===== config.mk =====
export PLATFORM = sky130hd
export DESIGN_NAME = time_surface_scan_ctrl
export DESIGN_NICKNAME = d
export VERILOG_FILES = /design/src/rtl/time_surface_scan_ctrl.sv
export SDC_FILE = /design/constraint.sdc
export NUM_CORES = 1
export LEC_CHECK = 0
export ABC_AREA = 1
export CORE_AREA = 2 2 111 135
export DETAILED_ROUTE_END_ITERATION = 8
export DIE_AREA = 0 0 113 137
export PLACE_DENSITY = 0.87
export SYNTH_ARGS = -nofsm -noshare
export SYNTH_HDL_FRONTEND = slang
export SYNTH_SLANG_ARGS = --single-unit

===== constraint.sdc =====
create_clock -name clk -period 6.1 [get_ports clk]
set_input_delay 1.525 -clock clk [delete_from_list [all_inputs] [get_ports clk]]
set_output_delay 1.525 -clock clk [all_outputs]
set_load 0.02 [all_outputs]

===== src/rtl/time_surface_scan_ctrl.sv =====
`default_nettype none
// +--------------------------------------------------------------------------+
// | time_surface_scan_ctrl: sweeps the 16x16 time-surface read port and      |
// | streams (addr,value) with credit backpressure; optional TS_SCAN_ZERO_SKIP_EN |
// | Revision: 1.0                                                            |
// +--------------------------------------------------------------------------+
module time_surface_scan_ctrl #(
  parameter int ADDR_BITS     = 8,
  parameter int VALUE_BITS    = 8,
  parameter int TS_BITS       = 16,
  parameter int RD_LATENCY    = 2,
  parameter int FIFO_DEPTH    = 4,
  parameter int ACTIVE_THRESH = 16,
  parameter int AUTO_PERIOD   = 0
) (
  input  logic                  clk,
  input  logic                  rst_n,
  input  logic                  start,
  input  logic [TS_BITS-1:0]    t_now,
  output logic [TS_BITS-1:0]    scan_t_now,
  output logic                  mem_read_enable,
  output logic [ADDR_BITS-1:0]  mem_read_addr,
  input  logic [VALUE_BITS-1:0] mem_read_value,
  output logic                  out_valid,
  input  logic                  out_ready,
  output logic [ADDR_BITS-1:0]  out_addr,
  output logic [VALUE_BITS-1:0] out_value,
  output logic                  busy,
  output logic                  frame_done,
  output logic [15:0]           frame_sum,
  output logic [8:0]            active_count,
  output logic [7:0]            overrun_count
);

  localparam int c_PW = $clog2(FIFO_DEPTH);
  localparam int c_CW = c_PW + 1;
  localparam logic [c_CW:0]        c_DEPTH     = (c_CW + 1)'(FIFO_DEPTH);
  localparam logic [ADDR_BITS-1:0] c_LAST_ADDR = '1;
  localparam logic [ADDR_BITS:0]   c_CELLS     = {1'b1, {ADDR_BITS{1'b0}}};
  localparam logic [VALUE_BITS-1:0] c_THRESH   = VALUE_BITS'(ACTIVE_THRESH);

  typedef enum logic [1:0] {
    S_IDLE  = 2'd0,
    S_ISSUE = 2'd1,
    S_DRAIN = 2'd2,
    S_DONE  = 2'd3
  } state_t;

  state_t r_state, w_state_nxt;

  logic                  w_auto_tick, w_trig, w_accept, w_issue, w_credit, w_enter_done;
  logic [ADDR_BITS-1:0]  r_issue_idx;
  logic [TS_BITS-1:0]    r_scan_t;
  logic [RD_LATENCY-1:0] r_pipe_v;
  logic [ADDR_BITS-1:0]  r_pipe_a [RD_LATENCY];
  logic                  w_cap, w_in_v, w_push, w_pop, w_deq, w_empty;
  logic [ADDR_BITS-1:0]  w_cap_addr;
  logic [c_CW-1:0]       r_inflight, r_fcnt, w_fcnt_nxt;
  logic [c_PW-1:0]       r_wp, r_rp;
  logic [ADDR_BITS-1:0]  r_fa [FIFO_DEPTH];
  logic [VALUE_BITS-1:0] r_fv [FIFO_DEPTH];
  logic [15:0]           r_sum, w_sum_nxt, r_frame_sum;
  logic [8:0]            r_act, w_act_nxt, r_active;
  logic [ADDR_BITS:0]    r_ret, w_ret_nxt;
  logic [7:0]            r_overrun;

  generate
    if (AUTO_PERIOD != 0) begin : g_auto
      localparam int c_AW = $clog2(AUTO_PERIOD + 1);
      localparam logic [c_AW-1:0] c_AMAX = c_AW'(AUTO_PERIOD - 1);
      logic [c_AW-1:0] r_auto_cnt;
      always_ff @(posedge clk or negedge rst_n) begin
        if (!rst_n)                     r_auto_cnt <= '0;
        else if (r_auto_cnt == c_AMAX)  r_auto_cnt <= '0;
        else                            r_auto_cnt <= r_auto_cnt + 1'b1;
      end
      assign w_auto_tick = (r_auto_cnt == c_AMAX);
    end else begin : g_no_auto
      assign w_auto_tick = 1'b0;
    end
  endgenerate

  assign w_trig     = start | w_auto_tick;
  assign w_accept   = w_trig && (r_state == S_IDLE);
  assign w_credit   = ({1'b0, r_fcnt} + {1'b0, r_inflight}) < c_DEPTH;
  assign w_cap      = r_pipe_v[RD_LATENCY-1];
  assign w_cap_addr = r_pipe_a[RD_LATENCY-1];

`ifdef TS_SCAN_ZERO_SKIP_EN
  assign w_in_v = w_cap && (mem_read_value != '0);
`else
  assign w_in_v = w_cap;
`endif

  // Empty FIFO bypasses the returning value straight to the stream; a stalled bypass is pushed.
  assign w_empty    = (r_fcnt == '0);
  assign out_valid  = !w_empty || w_in_v;
  assign out_addr   = !w_empty ? r_fa[r_rp] : (w_in_v ? w_cap_addr : '0);
  assign out_value  = !w_empty ? r_fv[r_rp] : (w_in_v ? mem_read_value : '0);
  assign w_pop      = out_valid && out_ready;
  assign w_push     = w_in_v && !(w_empty && out_ready);
  assign w_deq      = w_pop && !w_empty;
  assign w_fcnt_nxt = r_fcnt + c_CW'(w_push) - c_CW'(w_deq);

  assign w_sum_nxt  = w_cap ? r_sum + 16'(mem_read_value) : r_sum;
  assign w_act_nxt  = (w_cap && (mem_read_value >= c_THRESH)) ? r_act + 9'd1 : r_act;
  assign w_ret_nxt  = w_cap ? r_ret + 1'b1 : r_ret;

  always_comb begin
    w_state_nxt = r_state;
    w_issue     = 1'b0;
    case (r_state)
      S_IDLE:  if (w_trig) w_state_nxt = S_ISSUE;
      S_ISSUE: if (w_credit) begin
        w_issue = 1'b1;
        if (r_issue_idx == c_LAST_ADDR) w_state_nxt = S_DRAIN;
      end
      S_DRAIN: if ((w_ret_nxt == c_CELLS) && (w_fcnt_nxt == '0)) w_state_nxt = S_DONE;
      default: w_state_nxt = S_IDLE;
    endcase
  end

  assign w_enter_done = (r_state == S_DRAIN) && (w_state_nxt == S_DONE);

  always_ff @(posedge clk or negedge rst_n) begin
    if (!rst_n) begin
      r_state     <= S_IDLE;
      r_issue_idx <= '0;
      r_scan_t    <= '0;
      r_pipe_v    <= '0;
      for (int i = 0; i < RD_LATENCY; i++) r_pipe_a[i] <= '0;
      r_inflight  <= '0;
      r_fcnt      <= '0;
      r_wp        <= '0;
      r_rp        <= '0;
      r_sum       <= '0;
      r_act       <= '0;
      r_ret       <= '0;
      r_frame_sum <= '0;
      r_active    <= '0;
      r_overrun   <= '0;
    end else begin
      r_state    <= w_state_nxt;
      r_pipe_v   <= RD_LATENCY'({r_pipe_v, w_issue});
      r_pipe_a[0] <= r_issue_idx;
      for (int i = 1; i < RD_LATENCY; i++) r_pipe_a[i] <= r_pipe_a[i-1];
      r_inflight <= r_inflight + c_CW'(w_issue) - c_CW'(w_cap);
      r_fcnt     <= w_fcnt_nxt;
      if (w_push) r_wp <= r_wp + 1'b1;
      if (w_deq)  r_rp <= r_rp + 1'b1;
      if (w_accept) begin
        r_scan_t    <= t_now;
        r_issue_idx <= '0;
        r_sum       <= '0;
        r_act       <= '0;
        r_ret       <= '0;
      end else begin
        if (w_issue) r_issue_idx <= r_issue_idx + 1'b1;
        r_sum <= w_sum_nxt;
        r_act <= w_act_nxt;
        r_ret <= w_ret_nxt;
      end
      if (w_enter_done) begin
        r_frame_sum <= w_sum_nxt;
        r_active    <= w_act_nxt;
      end
      if (w_trig && (r_state != S_IDLE) && (r_overrun != 8'hFF))
        r_overrun <= r_overrun + 8'd1;
    end
  end

  always_ff @(posedge clk) begin
    if (w_push) begin
      r_fa[r_wp] <= w_cap_addr;
      r_fv[r_wp] <= mem_read_value;
    end
  end

  assign scan_t_now      = r_scan_t;
  assign mem_read_addr   = r_issue_idx;
  assign mem_read_enable = r_pipe_v[0];
  assign busy            = (r_state != S_IDLE);
  assign frame_done      = (r_state == S_DONE);
  assign frame_sum       = r_frame_sum;
  assign active_count    = r_active;
  assign overrun_count   = r_overrun;

endmodule
`default_nettype wire


# Yosys cells after proc, flatten, opt, wreduce, memory -nomap -nowiden

Memory sizes are Yosys's and may differ from the RTL's.
Index checks and enable logic that the tools add are counted.

Flip-flop bits (word level): 121
RAM bits: 64
Output and inout port bits: 77
Logic and storage cells: 78
Memories: 2

$add $sub $neg: 12
$lt $le $gt $ge: 2
Eq/ne operators: 7
Multiplexer cells: 21
Reductions and logical operators: 18

Memory list:

| memory | words | width | read ports | clocked after memory_dff | write ports | line | source |
|---|---|---|---|---|---|---|---|
| r_fa   | 4     | 8     | 1          | 0                        | 1           | 60   | `logic [ADDR_BITS-1:0] r_fa [FIFO_DEPTH];` |
| r_fv   | 4     | 8     | 1          | 0                        | 1           | 61   | `logic [VALUE_BITS-1:0] r_fv [FIFO_DEPTH];` |

Operator list:

| operator                                                          | number |
|---|---|
| two-way mux 8 bit                                                 | 6 |
| two-way mux 9 bit                                                 | 4 |
| two-way mux 16 bit                                                | 2 |
| adder 9 x 1 -> 9 bit, second input constant                       | 2 |
| adder 16 x 8 -> 16 bit                                            | 1 |
| adder 8 x 1 -> 8 bit, second input constant                       | 2 |
| logical AND 1 bit                                                 | 10 |
| equality test 9 bit, second input constant                        | 1 |
| equality test 8 bit, second input constant                        | 1 |
| greater-or-equal comparator 8 x 5 -> 1 bit, second input constant | 1 |
| two-way mux 2 bit                                                 | 4 |
| != test 8 bit, second input constant                              | 1 |
| adder 3 x 1 -> 3 bit                                              | 2 |
| equality test 2 bit, second input constant                        | 3 |
| logical NOT 3 bit                                                 | 2 |
| case mux 2 bit (3 select lines)                                   | 1 |
| subtractor 3 x 1 -> 3 bit                                         | 2 |
| adder 2 x 1 -> 2 bit, second input constant                       | 2 |
| adder 3 x 3 -> 4 bit                                              | 1 |
| less-than comparator 4 x 3 -> 1 bit, second input constant        | 1 |
| two-way mux 1 bit                                                 | 4 |
| nonzero test 2 bit                                                | 2 |
| equality test 2 x 1 -> 1 bit, second input constant               | 1 |
| logical NOT 1 bit                                                 | 2 |
| other kinds (2)                                                   | 2 |

# Logic depth before layout (Yosys ltp)

Word-level depth: 12
Depth in mapped cells: 18

# Least setup slack after synthesis

OpenSTA, ideal clock, no wires.

Kind: input-to-reg
Start: in out_ready
End: reg r_frame_sum[4] (netlist: frame_sum[4])
Setup time: 127 ps
Data arrival time: 3434 ps
Required time: 5973 ps
Setup slack: 2539 ps
Stages on the path: 15
Path buffers: 1
Cells stage by stage: inv_1 > nor2_1 > ha_1 > inv_1 > ha_1 > fa_1 > nor2_1 > nand3_1 > nor2_1 > nand2_1 > nor2_2 > nand3_4 > buf_6 > nand2_1 > o21ai_2

Elaborated cells between the ends (all ways): 13

RTL lines:

| item                            | line | source |
|---|---|---|
| start: declaration              | 25   | `input logic out_ready,` |
| logical AND 1 bit               | 100  | `assign w_pop = out_valid && out_ready;` |
| logical AND 1 bit               | 102  | `assign w_deq = w_pop && !w_empty;` |
| via w_deq                       | 56   | `logic w_cap, w_in_v, w_push, w_pop, w_deq, w_empty;` |
| subtractor 3 x 1 -> 3 bit       | 103  | `assign w_fcnt_nxt = r_fcnt + c_CW'(w_push) - c_CW'(w_deq);` |
| via w_fcnt_nxt[1]               | 58   | `logic [c_CW-1:0] r_inflight, r_fcnt, w_fcnt_nxt;` |
| logical NOT 3 bit               | 118  | `S_DRAIN: if ((w_ret_nxt == c_CELLS) && (w_fcnt_nxt == '0)) w_state_nxt = S_DONE;` |
| logical AND 1 bit               | 118  |  |
| two-way mux 2 bit               | 118  |  |
| case mux 2 bit (3 select lines) | 112  | `case (r_state)` |
| equality test 2 bit             | 123  | `assign w_enter_done = (r_state == S_DRAIN) && (w_state_nxt == S_DONE);` |
| logical AND 1 bit               | 123  |  |
| end signal: assignment          | 164  | `r_frame_sum <= w_sum_nxt;` |
| end: declaration                | 62   | `logic [15:0] r_sum, w_sum_nxt, r_frame_sum;` |

The timed path passes the listed nets, and every way through them passes these cells.
A chain may end at the register's enable or synchronous reset.

# Final worst setup path

Start: reg r_rp[1]
End: out out_value[6]

Longest elaborated chain between the ends: 2

Ends and longest elaborated chain:

| item                     | line | source |
|---|---|---|
| start: declaration       | 59   | `logic [c_PW-1:0] r_wp, r_rp;` |
| start signal: assignment | 150  | `if (w_deq) r_rp <= r_rp + 1'b1;` |
| memory read (4 x 8 bit)  | n/a  |  |
| two-way mux 8 bit        | 99   | `assign out_value = !w_empty ? r_fv[r_rp] : (w_in_v ? mem_read_value : '0);` |
| end: declaration         | 27   | `output logic [VALUE_BITS-1:0] out_value,` |

No other way between the ends.

==> flow_summary_export.csv <==
group,metric,value,unit
synthesis,synth_top_area_cell,"dfrtp_1",
route,wl_per_cell,14.9,microns
worst_setup_path,critPathLaunchType,"flip-flop",
min_path,hp-class,"reg -> reg",
synthesis,yosysWarnings,0,
clocking,cts_made_buffers,17,
power_and_ir_drop,vdd_drop_max,0.207,mV
final_layout,fin_area,10100,sq um
floorplan,dieArea,15500,sq um
synthesis,synth_top_family_by_area,"simple AND/OR/NAND/NOR gates",
timing,drv_slew,0,
timing,clock.fmax,213,MHz
global_routing,grt_pass1_vias,6087,
synthesis,yosys-top-cells-area,"dfrtp_1 36%, edfxtp_1 23%, nand2_1 10%",
floorplan,core_area,14200,sq um
timing,clock_skew,7.57,ps
worst_setup_path,arrival,3170,ps
timing,hold_viol_final,0,
clocking,clkSinkCount,185,
synthesis,synth_compound_area_share,8.30,%
clocking,postCtsSetupBuffers,0,
clocking,cts_tree,"done",
synthesis,synthSimpleGateAreaFrac,20.0,%
final_layout,drive_above_1_share,7.42,%
power_and_ir_drop,power_density,463,nW/um^2
floorplan,start_util,58.8,%
synthesis,mappedNetlistNets,921,
run,max_cap_viol_count,0,
synthesis,synth-xor-area-share,2.63,%
synthesis,syn_area,8340,sq um
run_status,status,"finished, violations left",
worst_setup_path,path_cells,"clkinv_1 > a32o_1 > o21ai_0 > clkdlybuf4s50_1",
run_status,violations,"design-rule violations",
clocking,h-tree-depth,4,
clocking,clk_latency,440,ps
placed_design,routabilityCongestion,0.927,
synthesis,synthAdderAreaFrac,4.02,%
clocking,cts_root_buf,"clkbuf_16",
worst_setup_path,path_delay_family,"buffers and inverters",
worst_setup_path,cp-end-kind,"primary output",
route,detail-route-antenna-nets,0,
synthesis,syn_inst,868,
synthesis,yosysUniqueCellTypes,40,
placed_design,place_area,9520,sq um
floorplan,num_rows,48,
clocking,hold_buffers,0,
global_routing,grt_pass1_wl,29200,microns
clocking,path_clk_slew,70,ps
synthesis,synth.area.mux_share,0.510,%
route,vias_per_cell,5.40,
synthesis,ys.flop_type,"dfrtp_1",
power_and_ir_drop,p_leak,4.58,nW
synthesis,synth_top_area_share,36.3,%
route,vias,6262,
worst_setup_path,crit_buf_inv,2,
worst_setup_path,slowest_stage,"dfrtp_1",
global_routing,track_usage,23.9,%
route,wl,17300,microns
clocking,clockBufferDepth,2,
global_routing,antenna_found_initial,0,
timing,finalCritPeriodShare,77.0,%
synthesis,synth_edf_count,64,
worst_setup_path,criticalPathCategory,"reg -> out",
synthesis,avgSynthCellArea,9.61,sq um
floorplan,boundaryPins,105,
global_routing,grt_start_max_net_pins,85,
clocking,ctsResizeCount,0,
timing,setup_viol,0,
floorplan,fp.dieW,113,microns
synthesis,ys_seq_area_share,59.4,%
worst_setup_path,crit_required,4580,ps
timing,final_period_minus_worst_setup_slack,4700,ps
worst_setup_path,cp_max_fo,19,
route,drc_errors,6,
final_layout,diodes,0,
synthesis,ys_async_sr_fraction,65.4,%
final_layout,syn2layout_area_growth,21.2,%
timing,finalSetupTns,0,ps
global_routing,gr-total-overflow,0,
power_and_ir_drop,p_total,4.68,mW
synthesis,synth_common_cells,"226 x nand2_1, 121 x dfrtp_1, 119 x nor2_1",
route,drt_iter0_markers,562,
timing,rsz0062_at_grt,"no",
synthesis,synth.most_common_cell,"nand2_1",
floorplan,chipHeight,137,microns
route,firstDrtPassIters,9,
placed_design,dp.final_hpwl,11400,microns
final_layout,layout.nets,1024,
synthesis,ys_seq_elements,185,
placed_design,portBuffers,104,
timing,tightest_slew,1050,ps
worst_setup_path,max_stage_delay,720,ps
timing,max_slew_margin,30.0,%
==> layout make-up <==
type	count	area (sq um)
Clock buffer	17	425
Clock inverter	15	159
Fill cell	1027	4070
Inverter	79	299
Multi-Input combinational cell	577	2960
Sequential cell	185	4950
Tap cell	175	219
Timing Repair Buffer	111	1090
==> logic make-up (layout without fill, tap and decap cells) <==
| group | count (synthesis) | in the layout |
|---|---|---|
| simple gates | 406 | 406 |
| buf+inv | 106 | 222 |
| fa+ha+maj | 25 | 25 |
| flops | 185 | 185 |
| mux | 4 | 4 |
| compound gates | 117 | 117 |
| xor+xnor | 25 | 25 |
==> worst reg2reg max path, delay by kind of cell (launching register included) <==
family	cells	cell delay, ps
AO/OA/AOI/OAI	1	450
adder cells (fa/ha/maj)	2	680
buffers and inverters	3	980
flip-flops	1	420
AND/OR/NAND/NOR	9	1620
==> cell usage in the layout, fill, tap and decap left out, types with 5 or more instances in the layout <==
cell	synthesis	routed
ha_1	22	22
buf_4	1	8
o21ai_2	17	17
xnor2_1	8	8
a31oi_1	14	14
nor3_1	9	9
inv_1	75	75
nand3_1	28	28
inv_6	0	5
clkbuf_16	0	17
xor2_1	17	17
clkdlybuf4s50_1	0	103
nand2_1	226	226
a21oi_1	33	33
dfrtp_1	121	121
edfxtp_1	64	64
nand4_1	10	10
o21ai_0	43	43
nor2_1	119	117
==> metrics by stage <==
step	cells	hold slack (ps)	util, %	worst slack, ps
after floorplan	868	331	-	2540
after global placement	1127	334	67.2	1510
after detailed placement	1127	335	67.2	1420
after CTS	1159	350	71.3	1370
after global routing	1159	356	71.3	1260
final	1159	346	71.3	1400
==> state kept, by name, summed over array words and instances (netlist names), 3 cells and up <==
name and count:
active_count 9, frame_sum 16, mem_read_addr 8, overrun_count 8
r_act 9, r_fa 32, r_fcnt 3, r_fv 32
r_inflight 3, r_pipe_a 8, r_ret 9, r_sum 16
scan_t_now 16, w_cap_addr 8
==> path summary, 6_finish.rpt <==
path	from	end	slack, ps	cells after the start
worst max-delay path	r_rp[1]	out_value[6]	1400	4
worst min-delay path	r_pipe_a[13]	w_cap_addr[5]	350	0
worst max register to register	r_fcnt[1]	frame_sum[1]	1920	15
worst min register to register	r_pipe_a[13]	w_cap_addr[5]	350	0
max in group asynchronous	rst_n	scan_t_now[12]	3770	2
min in group asynchronous	rst_n	r_sum[4]	1260	1
==> metal layers <==
layer  wire [microns]  vias to the layer above  GRT usage (%)  share of wire, %
met5                0                        -              0                 0
met3              754                       25           4.69               4.4
met2             8930                      165           41.1                52
li1                 -                     3035              -                 -
met1             7330                     3037           30.4                42
met4              301                        0           8.60               1.7
==> report_power, final <==
group / total (mW) / switching, mW / leakage, nW / internal, mW
clock: 1.09 / 0.508 / 0.289 / 0.580
combinational: 1.80 / 1.08 / 2.13 / 0.717
sequential: 1.79 / 0.221 / 2.16 / 1.57
total: 4.68 / 1.81 / 4.58 / 2.86
(Power assumes the default switching activity.)
